==> src/rtl/sysid_check_pkg.sv <==
// Shared types for the system-ID check master.
// State encoding and word offsets within the system-ID slave.
package sysid_check_pkg;

    typedef enum logic [2:0] {
        S_IDLE,
        S_ID_REQ,
        S_ID_WAIT,
        S_TS_REQ,
        S_TS_WAIT,
        S_DONE
    } state_e;

    localparam logic [31:0] ID_OFFSET = 32'd0;
    localparam logic [31:0] TS_OFFSET = 32'd4;

    function automatic logic in_ts_phase(state_e s);
        return (s == S_TS_REQ) || (s == S_TS_WAIT);
    endfunction

endpackage

==> src/rtl/sysid_check_master_if.sv <==
// Avalon-MM pipelined read bus between the check master and the interconnect.
// The master drives command fields; the slave side returns stall and data.
interface sysid_check_master_if;

    logic [31:0] avm_address;
    logic        avm_read;
    logic        avm_waitrequest;
    logic [31:0] avm_readdata;
    logic        avm_readdatavalid;

    modport master (
        output avm_address,
        output avm_read,
        input  avm_waitrequest,
        input  avm_readdata,
        input  avm_readdatavalid
    );

    modport slave (
        input  avm_address,
        input  avm_read,
        output avm_waitrequest,
        output avm_readdata,
        output avm_readdatavalid
    );

endinterface

==> src/rtl/sysid_check_master_avm_read_txn.sv <==
// Single-read Avalon transaction engine with a per-transaction timeout.
// The owning FSM says when it is in the request or wait phase of a read.
module avm_read_txn #(
    parameter int unsigned TIMEOUT_CYCLES = 256
) (
    input  logic                  clk_i,
    input  logic                  rst_ni,
    input  logic                  clr_i,
    input  logic                  req_i,
    input  logic                  wait_i,
    input  logic [31:0]           addr_i,
    sysid_check_master_if.master  avm,
    output logic                  acc_o,
    output logic                  hit_o,
    output logic                  tmo_o,
    output logic [31:0]           data_o
);

    localparam int unsigned CW = $clog2(TIMEOUT_CYCLES);
    localparam logic [CW-1:0] LAST = CW'(TIMEOUT_CYCLES - 1);

    logic [CW-1:0] cnt_q, cnt_d;
    logic          active;

    assign active          = req_i | wait_i;
    assign avm.avm_read    = req_i;
    assign avm.avm_address = addr_i;

    // Data in the acceptance cycle counts, so zero-latency slaves skip WAIT.
    assign acc_o  = req_i & ~avm.avm_waitrequest;
    assign hit_o  = (acc_o | wait_i) & avm.avm_readdatavalid;
    assign tmo_o  = active & ~hit_o & (cnt_q == LAST);
    assign data_o = avm.avm_readdata;

    always_comb begin
        cnt_d = cnt_q;
        if (clr_i) begin
            cnt_d = '0;
        end else if (active && (cnt_q != LAST)) begin
            cnt_d = cnt_q + 1'b1;
        end
    end

    always_ff @(posedge clk_i or negedge rst_ni) begin
        if (!rst_ni) begin
            cnt_q <= '0;
        end else begin
            cnt_q <= cnt_d;
        end
    end

endmodule

==> src/rtl/sysid_check_master.sv <==
// Reads the system-ID and timestamp words and compares them with build values.
// Sticky results hold until the next check is launched.
module sysid_check_master
    import sysid_check_pkg::*;
#(
    parameter logic [31:0] BASE_ADDR      = 32'h0000_0000,
    parameter logic [31:0] EXPECTED_ID    = 32'h0000_0000,
    parameter logic [31:0] EXPECTED_TS    = 32'h58CF_EF29,
    parameter int unsigned TIMEOUT_CYCLES = 256,
    parameter int unsigned AUTO_START     = 1
) (
    input  logic                  clock,
    input  logic                  reset_n,
    input  logic                  start,
    sysid_check_master_if.master  avm,
    output logic                  busy,
    output logic                  done,
    output logic                  pass,
    output logic                  id_ok,
    output logic                  ts_ok,
    output logic                  timeout,
    output logic [31:0]           captured_id,
    output logic [31:0]           captured_ts
);

    state_e      state_q, state_d;
    logic        auto_q;
    logic        go;
    logic        req, wt, clr;
    logic [31:0] addr;
    logic        acc, hit, tmo;
    logic [31:0] rdata;
    logic        done_q, pass_q, id_ok_q, ts_ok_q, tmo_q;
    logic [31:0] cap_id_q, cap_ts_q;

    assign go = start | auto_q;

    avm_read_txn #(
        .TIMEOUT_CYCLES(TIMEOUT_CYCLES)
    ) u_txn (
        .clk_i  (clock),
        .rst_ni (reset_n),
        .clr_i  (clr),
        .req_i  (req),
        .wait_i (wt),
        .addr_i (addr),
        .avm    (avm),
        .acc_o  (acc),
        .hit_o  (hit),
        .tmo_o  (tmo),
        .data_o (rdata)
    );

    always_ff @(posedge clock or negedge reset_n) begin
        if (!reset_n) begin
            state_q <= S_IDLE;
        end else begin
            state_q <= state_d;
        end
    end

    always_comb begin
        state_d = state_q;
        unique case (state_q)
            S_IDLE: begin
                if (go) state_d = S_ID_REQ;
            end
            S_ID_REQ: begin
                if (hit)      state_d = S_TS_REQ;
                else if (tmo) state_d = S_DONE;
                else if (acc) state_d = S_ID_WAIT;
            end
            S_ID_WAIT: begin
                if (hit)      state_d = S_TS_REQ;
                else if (tmo) state_d = S_DONE;
            end
            S_TS_REQ: begin
                if (hit)      state_d = S_DONE;
                else if (tmo) state_d = S_DONE;
                else if (acc) state_d = S_TS_WAIT;
            end
            S_TS_WAIT: begin
                if (hit || tmo) state_d = S_DONE;
            end
            S_DONE: begin
                state_d = S_IDLE;
            end
            default: begin
                state_d = S_IDLE;
            end
        endcase
    end

    always_comb begin
        busy = (state_q != S_IDLE);
        req  = (state_q == S_ID_REQ) || (state_q == S_TS_REQ);
        wt   = (state_q == S_ID_WAIT) || (state_q == S_TS_WAIT);
        addr = in_ts_phase(state_q) ? BASE_ADDR + TS_OFFSET
                                    : BASE_ADDR + ID_OFFSET;
        // Restart the timeout budget whenever a new request phase begins.
        clr  = ((state_d == S_ID_REQ) || (state_d == S_TS_REQ))
               && (state_d != state_q);
    end

    always_ff @(posedge clock or negedge reset_n) begin
        if (!reset_n) begin
            auto_q   <= 1'(AUTO_START != 0);
            done_q   <= 1'b0;
            pass_q   <= 1'b0;
            id_ok_q  <= 1'b0;
            ts_ok_q  <= 1'b0;
            tmo_q    <= 1'b0;
            cap_id_q <= '0;
            cap_ts_q <= '0;
        end else begin
            auto_q <= 1'b0;
            if (state_q == S_IDLE && go) begin
                done_q  <= 1'b0;
                pass_q  <= 1'b0;
                id_ok_q <= 1'b0;
                ts_ok_q <= 1'b0;
                tmo_q   <= 1'b0;
            end
            if (hit && !in_ts_phase(state_q)) begin
                cap_id_q <= rdata;
                id_ok_q  <= (rdata == EXPECTED_ID);
            end
            if (hit && in_ts_phase(state_q)) begin
                cap_ts_q <= rdata;
                ts_ok_q  <= (rdata == EXPECTED_TS);
            end
            if (tmo) begin
                tmo_q <= 1'b1;
            end
            if (state_q == S_DONE) begin
                pass_q <= id_ok_q & ts_ok_q & ~tmo_q;
                done_q <= 1'b1;
            end
        end
    end

    assign done        = done_q;
    assign pass        = pass_q;
    assign id_ok       = id_ok_q;
    assign ts_ok       = ts_ok_q;
    assign timeout     = tmo_q;
    assign captured_id = cap_id_q;
    assign captured_ts = cap_ts_q;

endmodule

==> src/flat_wrapper.sv <==
// flat-port wrapper written by rule: the top's interface ports become plain ports
module sysid_check_master_flat import sysid_check_pkg::*;
#(
    parameter logic [31:0] BASE_ADDR      = 32'h0000_0000,
    parameter logic [31:0] EXPECTED_ID    = 32'h0000_0000,
    parameter logic [31:0] EXPECTED_TS    = 32'h58CF_EF29,
    parameter int unsigned TIMEOUT_CYCLES = 256,
    parameter int unsigned AUTO_START     = 1
)
  (clock, reset_n, start, busy, done, pass, id_ok, ts_ok, timeout, captured_id, captured_ts, avm_avm_address, avm_avm_read, avm_avm_waitrequest, avm_avm_readdata, avm_avm_readdatavalid);
  sysid_check_master_if avm_i ();
  input  logic clock;
  input  logic reset_n;
  input  logic start;
  output logic busy;
  output logic done;
  output logic pass;
  output logic id_ok;
  output logic ts_ok;
  output logic timeout;
  output logic [31:0] captured_id;
  output logic [31:0] captured_ts;
  output wire logic [$bits(avm_i.avm_address)-1:0] avm_avm_address;
  output wire logic [$bits(avm_i.avm_read)-1:0] avm_avm_read;
  input wire logic [$bits(avm_i.avm_waitrequest)-1:0] avm_avm_waitrequest;
  input wire logic [$bits(avm_i.avm_readdata)-1:0] avm_avm_readdata;
  input wire logic [$bits(avm_i.avm_readdatavalid)-1:0] avm_avm_readdatavalid;
  assign avm_avm_address = avm_i.avm_address;
  assign avm_avm_read = avm_i.avm_read;
  assign avm_i.avm_waitrequest = avm_avm_waitrequest;
  assign avm_i.avm_readdata = avm_avm_readdata;
  assign avm_i.avm_readdatavalid = avm_avm_readdatavalid;
  sysid_check_master #(.BASE_ADDR(BASE_ADDR), .EXPECTED_ID(EXPECTED_ID), .EXPECTED_TS(EXPECTED_TS), .TIMEOUT_CYCLES(TIMEOUT_CYCLES), .AUTO_START(AUTO_START)) u_core (.clock(clock), .reset_n(reset_n), .start(start), .avm(avm_i), .busy(busy), .done(done), .pass(pass), .id_ok(id_ok), .ts_ok(ts_ok), .timeout(timeout), .captured_id(captured_id), .captured_ts(captured_ts));
endmodule
==> config.mk <==
export PLATFORM = sky130hd
export DESIGN_NAME = sysid_check_master_flat
export DESIGN_NICKNAME = d
export VERILOG_FILES = /design/src/rtl/sysid_check_pkg.sv /design/src/rtl/sysid_check_master_if.sv /design/src/rtl/sysid_check_master_avm_read_txn.sv /design/src/rtl/sysid_check_master.sv /design/src/flat_wrapper.sv
export SDC_FILE = /design/constraint.sdc
export NUM_CORES = 1
export LEC_CHECK = 0
export CAP_MARGIN = 20
export CORE_MARGIN = 8
export CORE_UTILIZATION = 39
export DETAILED_ROUTE_END_ITERATION = 10
export PLACE_DENSITY = 0.85
export SLEW_MARGIN = 20
export SYNTH_ARGS = -nofsm -noshare
export SYNTH_HDL_FRONTEND = slang
export SYNTH_SLANG_ARGS = --single-unit
==> constraint.sdc <==
create_clock -name clock -period 2.11 [get_ports clock]
set_clock_uncertainty 0.2 [all_clocks]
set_input_delay 0.211 -clock clock [delete_from_list [all_inputs] [get_ports clock]]
set_output_delay 0.211 -clock clock [all_outputs]
set_load 0.05 [all_outputs]
* Word level (Yosys, flattened, before mapping)
Index checks and enable logic that the tools add are counted.
** Word-level totals
- Register bits :: 81
- Output and inout port bits :: 103
- Word-level logic and storage cells :: 73
** Operators by class
- Add/subtract/negate cells :: 1
- Equal/unequal tests :: 11
- Mux-type cells :: 20
- Bitwise gates (word level) :: 12
- Reduce and logical (&&, ||, !) cells :: 19
** Operators with widths (number)
- 3-bit two-way mux :: 11
- 32-bit by 31-bit equality test with 1-bit output (second input constant) :: 1
- 32-bit logical NOT :: 1
- 8-bit two-way mux :: 2
- 3-bit one-hot mux with 5 select lines :: 1
- 2-bit nonzero test :: 5
- 3-bit by 2-bit equality test with 1-bit output (second input constant) :: 3
- 8-bit by 1-bit adder with 8-bit output (second input constant) :: 1
- 8-bit equality test (second input constant) :: 1
- 8-bit inequality test (second input constant) :: 1
- 1-bit AND :: 6
- 3-bit by 1-bit equality test with 1-bit output (second input constant) :: 2
- 3-bit equality test (second input constant) :: 2
- 1-bit two-way mux :: 6
- 1-bit logical AND :: 5
- 1-bit logical OR :: 5
- 3-bit logical NOT :: 1
- 3-bit inequality test :: 1
- 1-bit NOT :: 3
- 1-bit bitwise OR :: 3
- 3-bit nonzero test :: 1
- 1-bit logical NOT :: 1

* Longest topological paths before layout
- Depth after elaboration :: 15
- Depth in mapped cells :: 8

* Cells and area by module
Synthesis repeated with hierarchy kept, for this count alone.
** Second synthesis, totals
- Cell total of the unflattened synthesis :: 316
- Area, all modules :: 4070.2 um^2
** By module, submodules not included
- sysid_check_master :: times used 1, cells each 203, area an instance 3124.2 um^2, seq. area each 1828.0 um^2
- avm_read_txn :: times used 1, cells each 113, area an instance 945.9 um^2, seq. area each 200.2 um^2

* Least setup slack after synthesis
OpenSTA, ideal clock, no wires.
- Path type :: reg2reg
- Start point :: reg u_core.state_q[2]
- End point :: reg u_core.cap_ts_q[10], in the netlist u_core.captured_ts[10]
- Arrival time :: 2.071 ns
- Data required time :: 1.785 ns
- Path slack :: -0.286 ns
- Cell stages (with the launch flop) :: 7
- Buffers on the path :: 2
- Cell sequence :: dfrtp_1 -> and2b_4 -> a21o_1 -> and2_1 -> buf_6 -> buf_6 -> mux2_4
** On the way
- Cells in the longest elaborated chain, start to end :: 6
** Ends and longest elaborated chain
- start: declaration :: RTL line sysid_check_master.sv:26 : state_e state_q, state_d;
- start signal: assignment :: RTL line sysid_check_master.sv:58 : state_q <= state_d;
- 3-bit by 1-bit equality test with 1-bit output / 3-bit by 2-bit equality test with 1-bit output (equally long branches) :: RTL line sysid_check_master.sv:96 : req = (state_q == S_ID_REQ) || (state_q == S_TS_REQ);
- 1-bit logical OR * :: RTL line sysid_check_master.sv:96
- named net avm_avm_read :: RTL line flat_wrapper.sv:24 : output wire logic [$bits(avm_i.avm_read)-1:0] avm_avm_read;
- 1-bit AND * :: RTL line sysid_check_master_avm_read_txn.sv:30 : assign acc_o = req_i & ~avm.avm_waitrequest;
- 1-bit bitwise OR * :: RTL line sysid_check_master_avm_read_txn.sv:31 : assign hit_o = (acc_o | wait_i) & avm.avm_readdatavalid;
- 1-bit AND * :: RTL line sysid_check_master_avm_read_txn.sv:31
- 1-bit logical AND * :: RTL line sysid_check_master.sv:128 : if (hit && in_ts_phase(state_q)) begin
- end signal: assignment :: RTL line sysid_check_master.sv:129 : cap_ts_q <= rdata;
- end: declaration :: RTL line sysid_check_master.sv:34 : logic [31:0] cap_id_q, cap_ts_q;
The timed path passes the listed nets; every way through them passes the cells marked *.
A chain may end at the register's enable or synchronous reset.

* Worst setup path after layout
- Start point :: reg u_core.state_q[2]
- End point :: reg u_core.cap_id_q[10], in the netlist u_core.captured_id[10]
** On the way
- Cells in the longest elaborated chain, start to end :: 6
** Ends and longest elaborated chain
- 3-bit by 1-bit equality test with 1-bit output / 3-bit by 2-bit equality test with 1-bit output (equally long branches) :: RTL line sysid_check_master.sv:96, sysid_check_pkg.sv:18
- 1-bit logical OR :: RTL line sysid_check_master.sv:96
- 1-bit AND :: RTL line sysid_check_master_avm_read_txn.sv:30
- 1-bit bitwise OR :: RTL line sysid_check_master_avm_read_txn.sv:31
- 1-bit AND :: RTL line sysid_check_master_avm_read_txn.sv:31
- 1-bit logical AND * :: RTL line sysid_check_master.sv:124 : if (hit && !in_ts_phase(state_q)) begin
- end signal: assignment :: RTL line sysid_check_master.sv:125 : cap_id_q <= rdata;
- end: declaration :: RTL line sysid_check_master.sv:34
Mark *: on every way between the ends. The rest lies on a longest branch, timed or not.

==> flow_metrics.env <==
export IMPL_hold_path_class="input port to async pin"
export IMPL_drt_wl_total_um=10400
export IMPL_ff2ff_setup_slack_ns=0.02
export IMPL_grt_antenna_before_repair=0
export IMPL_cpLargestDelayFamily="flip-flops"
export IMPL_antenna_cells=0
export IMPL_setup_viol_count_final=0
export IMPL_dp_cells=550
export IMPL_timing_rr_end="u_core.captured_id[10]"
export IMPL_synthArstFlopShare=1.00
export IMPL_hpwl_um=7710
export IMPL_grt_max_degree=54
export IMPL_grt_first_pass_wirelength_um=16000
export IMPL_fmax_ghz=0.479
export IMPL_power_w=0.0106
export IMPL_place_congestion=0.773
export IMPL_synth_largest_area_cell="dfrtp_1"
export IMPL_synth_simple_area_share=0.0909
export IMPL_yosys_top_cells_area="dfrtp_1, mux2_4, buf_4, buf_6, mux2_1"
export IMPL_highest_layer="met4"
export IMPL_finalInstanceArea_sq_mm=0.00559
export IMPL_hold_viol=0
export IMPL_area_growth_pct=41.6
export IMPL_drive_above_1_share=0.297
export IMPL_finalSetupTns_ns=0
export IMPL_htreeDepth=3
export IMPL_fin_cells=570
export IMPL_initial_core_util=0.402
export IMPL_firstDrtPassIters=4
export IMPL_placed_area_sq_mm=0.00526
export IMPL_grt_util_all_layers=0.153
export IMPL_synth_area_sq_mm=0.00395
export IMPL_worstPathArrival_ns=2.12
export IMPL_clk_path_buf_depth=2
export IMPL_grt_overflow_total=0
export IMPL_worst_slew_pin_slew_ns=0.567
export IMPL_crit_path_max_fanout=18
export IMPL_synth_xor_area_share=0.00887
export IMPL_slowest_stage="dfrtp_2"
export IMPL_syn_inst=289
export IMPL_clk_pin_slew_worst_paths_ns=0.09
export IMPL_route_met3_wl_um=798
export IMPL_die_w_um=117
export IMPL_met1Wirelength_um=4320
export IMPL_fp_dieH_um=117
export IMPL_slew_headroom=0.621
export IMPL_fp_coreArea_sq_mm=0.00982
export IMPL_nets=470
export IMPL_io_pins=140
export IMPL_ir_drop_v=0.00103
export IMPL_outcome="finished, final reports clean"
export IMPL_crit_path_max_incr_delay_ns=0.43
export IMPL_leakage_nw=2.46
export IMPL_clkLatencyLatePin_ns=0.34
export IMPL_drt_iter0_markers=100
export IMPL_ys_types=45
export IMPL_drt_wirelength_per_cell_um=18.3
export IMPL_path_cells="and2b_4, a21o_4, buf_4, nor2b_4, buf_12, mux2_1"
export IMPL_dieArea_sq_mm=0.0136
export IMPL_remaining_drc_errors=0
export IMPL_start_kind="flop"
export IMPL_min_period_ns=2.09
export IMPL_max_cap_violations=0
export IMPL_dr_wl_met2_um=5130
export IMPL_cts_buffers=9
export IMPL_grt_pass1_vias=3006
export IMPL_finalMaxSlewViolations=0
export IMPL_avgSynthCellArea_sq_um=13.7
export IMPL_ys_seq_area_frac=0.514
export IMPL_cts_root_buf="clkbuf_8"
export IMPL_avgViaCountPerCell=4.76
export IMPL_synth_compound_area_share=0.0456
export IMPL_critPathKind="flop to flop"
export IMPL_critPathRequiredTime_ns=2.14
export IMPL_reg2reg_from="u_core.state_q[2]"
export IMPL_crit_path_end_kind="flop"
export IMPL_grt_setup_unrepaired="yes"
export IMPL_synth_top_family_by_area="multiplexers"
export IMPL_clkSinkCount=81
export IMPL_synth_edff_count=0
export IMPL_finalCritPeriodShare=0.989
export IMPL_cts_tree="done"
export IMPL_final_common_cell="clkdlybuf4s50_1"
export IMPL_hold_ws_ns=0.124
export IMPL_synth_ff_latch_count=81
export IMPL_synth_main_ff_cell="dfrtp_1"
export IMPL_portBuffers=108
export IMPL_synth_top_area_frac=0.507
export IMPL_path_buf_inv=2
export IMPL_via_count=2711
export IMPL_powerDensity_mw_per_mm2=1900
export IMPL_ant_nets=0
export IMPL_reg2regPathDepth=6
export IMPL_synth_fa_ha_area_frac=0.00317
export IMPL_synthMuxAreaShare=0.247
export IMPL_yosysWarnings=0
export IMPL_row_count=36
export IMPL_most_common_layout_cells="clkdlybuf4s50_1, dfrtp_1, mux2_4"
-- Yosys cell counts, drive strengths merged, types with 3 or more instances --
cell type  number
nor2            8
mux2i           3
a21oi           9
inv             4
nor4            6
mux2           65
nor2b           3
nor3            6
buf            41
dfrtp          80
xor2            3
nand2          14
nand3           9
o21ai           5
nand4           6
-- kinds of logic (layout without fill, tap and decap cells) --
| kind of cell | count (synthesis) | after routing |
|---|---|---|
| AND/OR/NAND/NOR | 65 | 66 |
| other | 1 | 32 |
| adder cells (fa/ha/maj) | 1 | 1 |
| flip-flops | 81 | 81 |
| XOR/XNOR | 4 | 4 |
| AO/OA/AOI/OAI | 24 | 24 |
| multiplexers | 68 | 68 |
| buffers and inverters | 45 | 161 |
-- how the worst max path moves through the flow --
stage	start	endpoint	slack, ns	cells after the start
finish	u_core.state_q[2]	u_core.captured_id[10]	0.02	6
global route	u_core.state_q[0]	u_core.captured_id[7]	-0.006	6
CTS	u_core.state_q[2]	u_core.u_txn.cnt_q[4]	0.009	6
detailed placement	avm_avm_waitrequest	u_core.captured_ts[31]	-0.34	5
global placement	avm_avm_waitrequest	u_core.captured_ts[31]	-0.25	5
floorplan	u_core.state_q[2]	u_core.captured_ts[10]	-0.03	6
-- state kept, by name (all words and copies together) (netlist names) --
register / cells
u_core.done: 1
u_core.u_txn.cnt_q: 8
u_core.ts_ok: 1
u_core.timeout: 1
u_core.id_ok: 1
u_core.captured_ts: 32
u_core.pass: 1
u_core.captured_id: 32
u_core.state_q: 3
u_core.auto_q: 1
-- cell type report --
class / instances / area, sq um
sequential: 81 / 2030
tap: 133 / 166
clock inverter: 7 / 126
clock buffer: 9 / 124
timing repair buffer: 141 / 1400
multi-input combinational: 195 / 1730
fill: 826 / 4230
inverter: 4 / 15.0
-- metal layers --
layer	vias up	global-route usage
li1	1248	-
met1	1354	0.183
met2	97	0.257
met3	12	0.0424
met4	0	0.0546
met5	-	0
-- metrics by stage --
step,util,setup WS [ns]
final,0.570,0.0237
after floorplan,-,-0.0299
after detailed placement,0.535,-0.343
after global placement,0.535,-0.247
after CTS,0.564,0.00884
after global routing,0.570,-0.00610
-- power by group --
group	switching, W	internal (W)
Sequential	0.000476	0.00226
Combinational	0.00379	0.00271
Clock	0.000588	0.000800
Total	0.00485	0.00577
-- repair_timing --
action                     CTS  global route
gates cloned                 1             0
hold endpoints to repair    80             0
setup endpoints to repair   32            14
gates resized for setup      4             4
hold buffers                 1             0
buffers inserted             0             2
Power figures use the tool's default switching activity.
